## src/rtl/lut_bram_port_arbiter.sv

```systemverilog
`default_nettype none
// ============================================================================
// Module   : lut_bram_port_arbiter
// Brief    : Round-robin arbiter sharing one no-change, 2-cycle-latency LUT
//            BRAM port between the coefficient loader (req0) and the
//            approximation datapath (req1). Registers the port command,
//            tracks in-flight reads and steers each read result back to
//            the requester that issued it.
// Revision : 1.0 - initial release
// ============================================================================
module lut_bram_port_arbiter #(
  parameter int RAM_WIDTH  = 32,
  parameter int ADDR_LINES = 4
) (
  input  logic                  clk_i,
  input  logic                  rst_i,

  // Requester 0: coefficient loader
  input  logic                  req0_valid_i,
  output logic                  req0_ready_o,
  input  logic                  req0_we_i,
  input  logic [ADDR_LINES-1:0] req0_addr_i,
  input  logic [RAM_WIDTH-1:0]  req0_wdata_i,

  // Requester 1: approximation datapath
  input  logic                  req1_valid_i,
  output logic                  req1_ready_o,
  input  logic                  req1_we_i,
  input  logic [ADDR_LINES-1:0] req1_addr_i,
  input  logic [RAM_WIDTH-1:0]  req1_wdata_i,

  // Read responses (data shared, qualified per requester)
  output logic                  rsp0_valid_o,
  output logic                  rsp1_valid_o,
  output logic [RAM_WIDTH-1:0]  rsp_data_o,

  // BRAM port
  output logic                  bram_en_o,
  output logic                  bram_we_o,
  output logic [ADDR_LINES-1:0] bram_addr_o,
  output logic [RAM_WIDTH-1:0]  bram_din_o,
  output logic                  bram_regce_o,
  output logic                  bram_rstn_o,
  input  logic [RAM_WIDTH-1:0]  bram_dout_i
);

  // Requester identifiers carried down the read pipeline
  localparam logic ID_REQ0 = 1'b0;
  localparam logic ID_REQ1 = 1'b1;

  // Round-robin priority pointer: names the requester that wins a tie
  logic                  ptr_q,       ptr_d;

  // Registered BRAM port command
  logic                  cmd_en_q,    cmd_en_d;
  logic                  cmd_we_q,    cmd_we_d;
  logic [ADDR_LINES-1:0] cmd_addr_q,  cmd_addr_d;
  logic [RAM_WIDTH-1:0]  cmd_din_q,   cmd_din_d;
  logic                  cmd_id_q,    cmd_id_d;

  // Read tracking pipeline, aligned to the BRAM's two internal registers
  logic                  s1_valid_q,  s1_valid_d;
  logic                  s1_id_q,     s1_id_d;
  logic                  s2_valid_q,  s2_valid_d;
  logic                  s2_id_q,     s2_id_d;

  // Grant decode
  logic                  grant0;
  logic                  grant1;
  logic                  xfer;
  logic                  grant_id;

  // Grant: a lone valid always wins; on a tie the pointer decides
  always_comb begin
    grant0   = req0_valid_i & (~req1_valid_i | (ptr_q == ID_REQ0));
    grant1   = req1_valid_i & (~req0_valid_i | (ptr_q == ID_REQ1));
    xfer     = grant0 | grant1;
    grant_id = grant1 ? ID_REQ1 : ID_REQ0;
  end

  assign req0_ready_o = grant0;
  assign req1_ready_o = grant1;

  // Next state: pointer update, command capture and read pipeline advance
  always_comb begin
    ptr_d      = ptr_q;
    cmd_en_d   = 1'b0;
    cmd_we_d   = 1'b0;
    cmd_addr_d = cmd_addr_q;
    cmd_din_d  = cmd_din_q;
    cmd_id_d   = cmd_id_q;

    if (xfer) begin
      // After a transfer the loser of this round gets priority next time
      ptr_d    = ~grant_id;
      cmd_en_d = 1'b1;
      cmd_id_d = grant_id;
      if (grant1) begin
        cmd_we_d   = req1_we_i;
        cmd_addr_d = req1_addr_i;
        cmd_din_d  = req1_wdata_i;
      end else begin
        cmd_we_d   = req0_we_i;
        cmd_addr_d = req0_addr_i;
        cmd_din_d  = req0_wdata_i;
      end
    end

    // Only reads occupy the pipeline; writes never produce a response
    s1_valid_d = cmd_en_q & ~cmd_we_q;
    s1_id_d    = cmd_id_q;
    s2_valid_d = s1_valid_q;
    s2_id_d    = s1_id_q;
  end

  // State registers; reset drops every in-flight read immediately
  always_ff @(posedge clk_i or posedge rst_i) begin
    if (rst_i) begin
      ptr_q      <= ID_REQ0;
      cmd_en_q   <= 1'b0;
      cmd_we_q   <= 1'b0;
      cmd_addr_q <= '0;
      cmd_din_q  <= '0;
      cmd_id_q   <= ID_REQ0;
      s1_valid_q <= 1'b0;
      s1_id_q    <= ID_REQ0;
      s2_valid_q <= 1'b0;
      s2_id_q    <= ID_REQ0;
    end else begin
      ptr_q      <= ptr_d;
      cmd_en_q   <= cmd_en_d;
      cmd_we_q   <= cmd_we_d;
      cmd_addr_q <= cmd_addr_d;
      cmd_din_q  <= cmd_din_d;
      cmd_id_q   <= cmd_id_d;
      s1_valid_q <= s1_valid_d;
      s1_id_q    <= s1_id_d;
      s2_valid_q <= s2_valid_d;
      s2_id_q    <= s2_id_d;
    end
  end

  // BRAM port drive. The output register is clocked by s1 so that it
  // captures the internal read register exactly one cycle after the read.
  assign bram_en_o    = cmd_en_q;
  assign bram_we_o    = cmd_we_q;
  assign bram_addr_o  = cmd_addr_q;
  assign bram_din_o   = cmd_din_q;
  assign bram_regce_o = s1_valid_q;
  assign bram_rstn_o  = ~rst_i;

  // Response steering: data is a passthrough, s2 says who owns it
  assign rsp0_valid_o = s2_valid_q & (s2_id_q == ID_REQ0);
  assign rsp1_valid_o = s2_valid_q & (s2_id_q == ID_REQ1);
  assign rsp_data_o   = bram_dout_i;

endmodule
`default_nettype wire

```

## config.mk

```make
export PLATFORM = sky130hd
export DESIGN_NAME = lut_bram_port_arbiter
export DESIGN_NICKNAME = d
export VERILOG_FILES = /design/src/rtl/lut_bram_port_arbiter.sv
export SDC_FILE = /design/constraint.sdc
export NUM_CORES = 1
export LEC_CHECK = 0
export BUFFER_PORTS_ARGS = -buffer_cell sky130_fd_sc_hd__buf_2
export CELL_PAD_IN_SITES_DETAIL_PLACEMENT = 1
export CELL_PAD_IN_SITES_GLOBAL_PLACEMENT = 1
export CORE_MARGIN = 2
export CORE_UTILIZATION = 26
export CTS_CLUSTER_SIZE = 8
export DETAILED_ROUTE_END_ITERATION = 10
export PLACE_DENSITY_LB_ADDON = 0.12
export SLEW_MARGIN = 20
export SYNTH_ARGS = -nofsm -noshare
export SYNTH_HDL_FRONTEND = slang
export SYNTH_SLANG_ARGS = --single-unit
```

## constraint.sdc

```tcl
create_clock -name clk_i -period 1.3 [get_ports clk_i]
set_clock_uncertainty 0.1 [all_clocks]
set_input_delay 0.065 -clock clk_i [delete_from_list [all_inputs] [get_ports clk_i]]
set_output_delay 0.065 -clock clk_i [all_outputs]
set_load 0.1 [all_outputs]
```

==> impl_results.md <==
- CP Capture Type: primary output
- Number of global-route vias before repair: 2,801
- Max FFs per register: 32
- Initial antenna violation count: 0
- Share of layout cells above drive strength 1: 0.453
- Avg Cell Area, Syn: 10.1 sq um
- Cells after Synth: 257
- Fin nets: approximately 530
- Yosys top cell area share: 0.424
- Sequential-to-total area share from yosys stat: 0.424
- Setup ws final: -0.0717 ns
- Reg2reg start: ptr_q
- Met2 Wirelength: 4530 microns
- Wire length per cell: 15.6 microns
- Die H: 104 microns
- CP Class: register to primary output
- Post-DP HPWL: roughly 5300 microns
- Via count: about 2,500
- WP data required: about 1.1 ns
- Endpoints failing hold: 0
- CORE AREA: 9730 sq um
- Antenna Nets Post-Route: 0
- Cell area after synthesis: 2600 sq um
- Worst-Margin Slew: approximately 0.50 ns
- Highest-delay cell along the critical path: dfrtp_1
- Max Fclk: 729 MHz
- R2R Setup Slk: -0.06 ns
- Reg2reg path depth: 5
- CP bufs+invs: 3
- Worst VDD drop: around 650 uV
- Leak: 2.01 nW
- Synth area leader: dfrtp_1
- Top post-synthesis cells by area: dfrtp_1 42%, mux2i_1 14%, buf_4 9.3%, a31oi_1 8.7%, and3_1 8.7%
- Post-layout min period: 1.37 ns
- Number of I/O pins: 186
- WL met3: approximately 360 microns
- Pwr dens: 1280 nW/um^2
- CTS tree: done
- H-tree levels: 2
- Total wire length: roughly 8600 microns
- Status: finished with violations
- Total Power: approximately 5.3 mW
- DR DRC count: 0
- HP Class: primary input to primary output
- Yosys reg bits: between 40 and 50
- Finished Core Util: 0.430
- Crit path launch type: register
- DRT met1 WL: ~3700 microns
- Crit path max fanout: 3
- Most common cell in the netlist: dfrtp_1
- # diodes: 0
- Initial DRC count: 43
- P&R area growth vs syn: 61.2%
- Relative slew slack: 0.666
- Initial core utilization: 0.267
- Arrival time at the worst endpoint: 1.21 ns
- Hold path startpoint: bram_dout_i[10]
- Yosys Warn Count: 0
- Post-synth top flop: dfrtp_1
- GRT Overall Usage: 0.162
- Failing checks: negative setup slack
- Hold path depth: 0
- Total gr overflow: 0
- Max Root-Sink Buffers: 2
- Cell count along the critical path: 4
- Clock transition at the registers of the reported paths: 0.09 ns
- Via-per-instance ratio: 4.58
- Crit path cell chain: buf_6, inv_4, a21boi_4, buf_12
- GPL Wtd Cong: 0.724
- Syn Nets: approximately 370
- Final period utilization: 1.06
- Global-route wire length before repair: 14,400 microns
- PortBufs: between 100 and 150
- CP peak stage delay: between 0.4 and 0.5 ns
- Fin. max-slew vios: 0
- # setup viols final: 24
- RSZ-0062 raised after global routing: yes
- Largest net degree at the start of global routing: 49
- First-pass iteration count of the detailed router: 3
- Top sig layer: met4
- Crit path max-delay family: flip-flops
- Post-synth ARST share: 1.00
- Clock Latency Late Sink: approximately 0.30 ns
- Full die area: 10,800 sq um
- Max_cap viols: 0
- Worst r2r dst: bram_din_o[13]
- Inserted Clock Buffers: 5
- Root buffer cell: clkbuf_8
- # rows: 36
- Sink Count: 44
- Unique masters post-synth: 19
- Min-Delay Endpoint: rsp_data_o[10]
- Post-synth top cells: 44 x dfrtp_1, 36 x a31oi_1, 36 x and3_1, 36 x mux2i_1, 36 x o21ai_1
- Final TNS setup: -0.479 ns
- Number of synthesized flops with an enable pin: 0
- Width of the die: 104 microns
-- cell usage in the layout (no fill, tap or decap), drive strengths merged --
cell type	count
a21boi	1
a22o	1
a31oi	36
and2	2
and3	36
buf	128
bufinv	1
clkbuf	15
clkinv	1
clkinvlp	2
dfrtp	44
dlygate4sd3	75
inv	1
mux2i	36
nand2	1
nor2	2
nor2b	2
o21a	1
o21ai	36
or2	1
-- final cells by class --
class | count | area [sq um]
fill | 1142 | 5550
timing repair buffer | 213 | 1660
sequential | 44 | 1150
multi-input combinational | 155 | 1090
tap | 133 | 166
clock buffer | 5 | 68.8
clock inverter | 3 | 42.5
inverter | 2 | 13.8
-- stage by stage --
| stage | hold slack [ns] | cell area, sq um | setup slack [ns] | cells |
|---|---|---|---|---|
| after floorplan | 0.0936 | 2670 | -0.172 | 257 |
| after global placement | 0.0307 | 3220 | 0.0853 | 468 |
| after global routing | 0.0301 | 4180 | -0.146 | 555 |
| final | 0.0300 | 4180 | -0.0717 | 555 |
| after CTS | 0.0307 | 4120 | -0.0985 | 553 |
| after detailed placement | 0.0307 | 3220 | 0.0314 | 468 |
-- layer usage --
layer	global-route usage	vias up
met4	0.0290	0
met2	0.294	76
li1	-	1228
met1	0.202	1232
met3	0.0307	4
met5	0	-
-- repair_timing --
action | in CTS | in global routing
resized for setup | 8 | 15
hold endpoints to repair | 81 | 0
setup buffers | 2 | 2
setup endpoints to repair | 3 | 48
hold buffers | 75 | 0
pin swaps | 0 | 2
-- kinds of logic (layout without fill, tap and decap cells) --
logic type,count (synthesis),in the layout,synth area share
muxes,36,36,0.139
DFF,44,44,0.424
buffers and inverters,58,223,0.167
and+or+nand+nor,44,44,0.103
AOI/OAI and AO/OA,75,75,0.167
-- how the worst max path moves through the flow --
| stage | slack (ns) | start | endpoint |
|---|---|---|---|
| detailed placement | 0.03 | ptr_q | bram_din_o[8] |
| global placement | 0.09 | ptr_q | bram_din_o[19] |
| finish | -0.07 | ptr_q | req1_ready_o |
| CTS | -0.1 | ptr_q | req1_ready_o |
| global route | -0.15 | ptr_q | req1_ready_o |
| floorplan | -0.17 | ptr_q | bram_we_o |
-- report_power, final --
group,switching [mW],total [mW],internal [mW],leakage [nW]
Sequential,0.104,1.68,1.57,0.481
Combinational,1.85,2.58,0.730,1.47
Clock,0.513,1.08,0.570,0.0541
-- worst reg2reg max path: cells and delay by family, from the launching register on --
kind	cells	cell delay [ns]
flip-flops	1	0.42
AND/OR/NAND/NOR	1	0.15
buffers and inverters	2	0.31
AO/OA/AOI/OAI	2	0.25
Note: power is estimated with default switching activity, not from simulation.
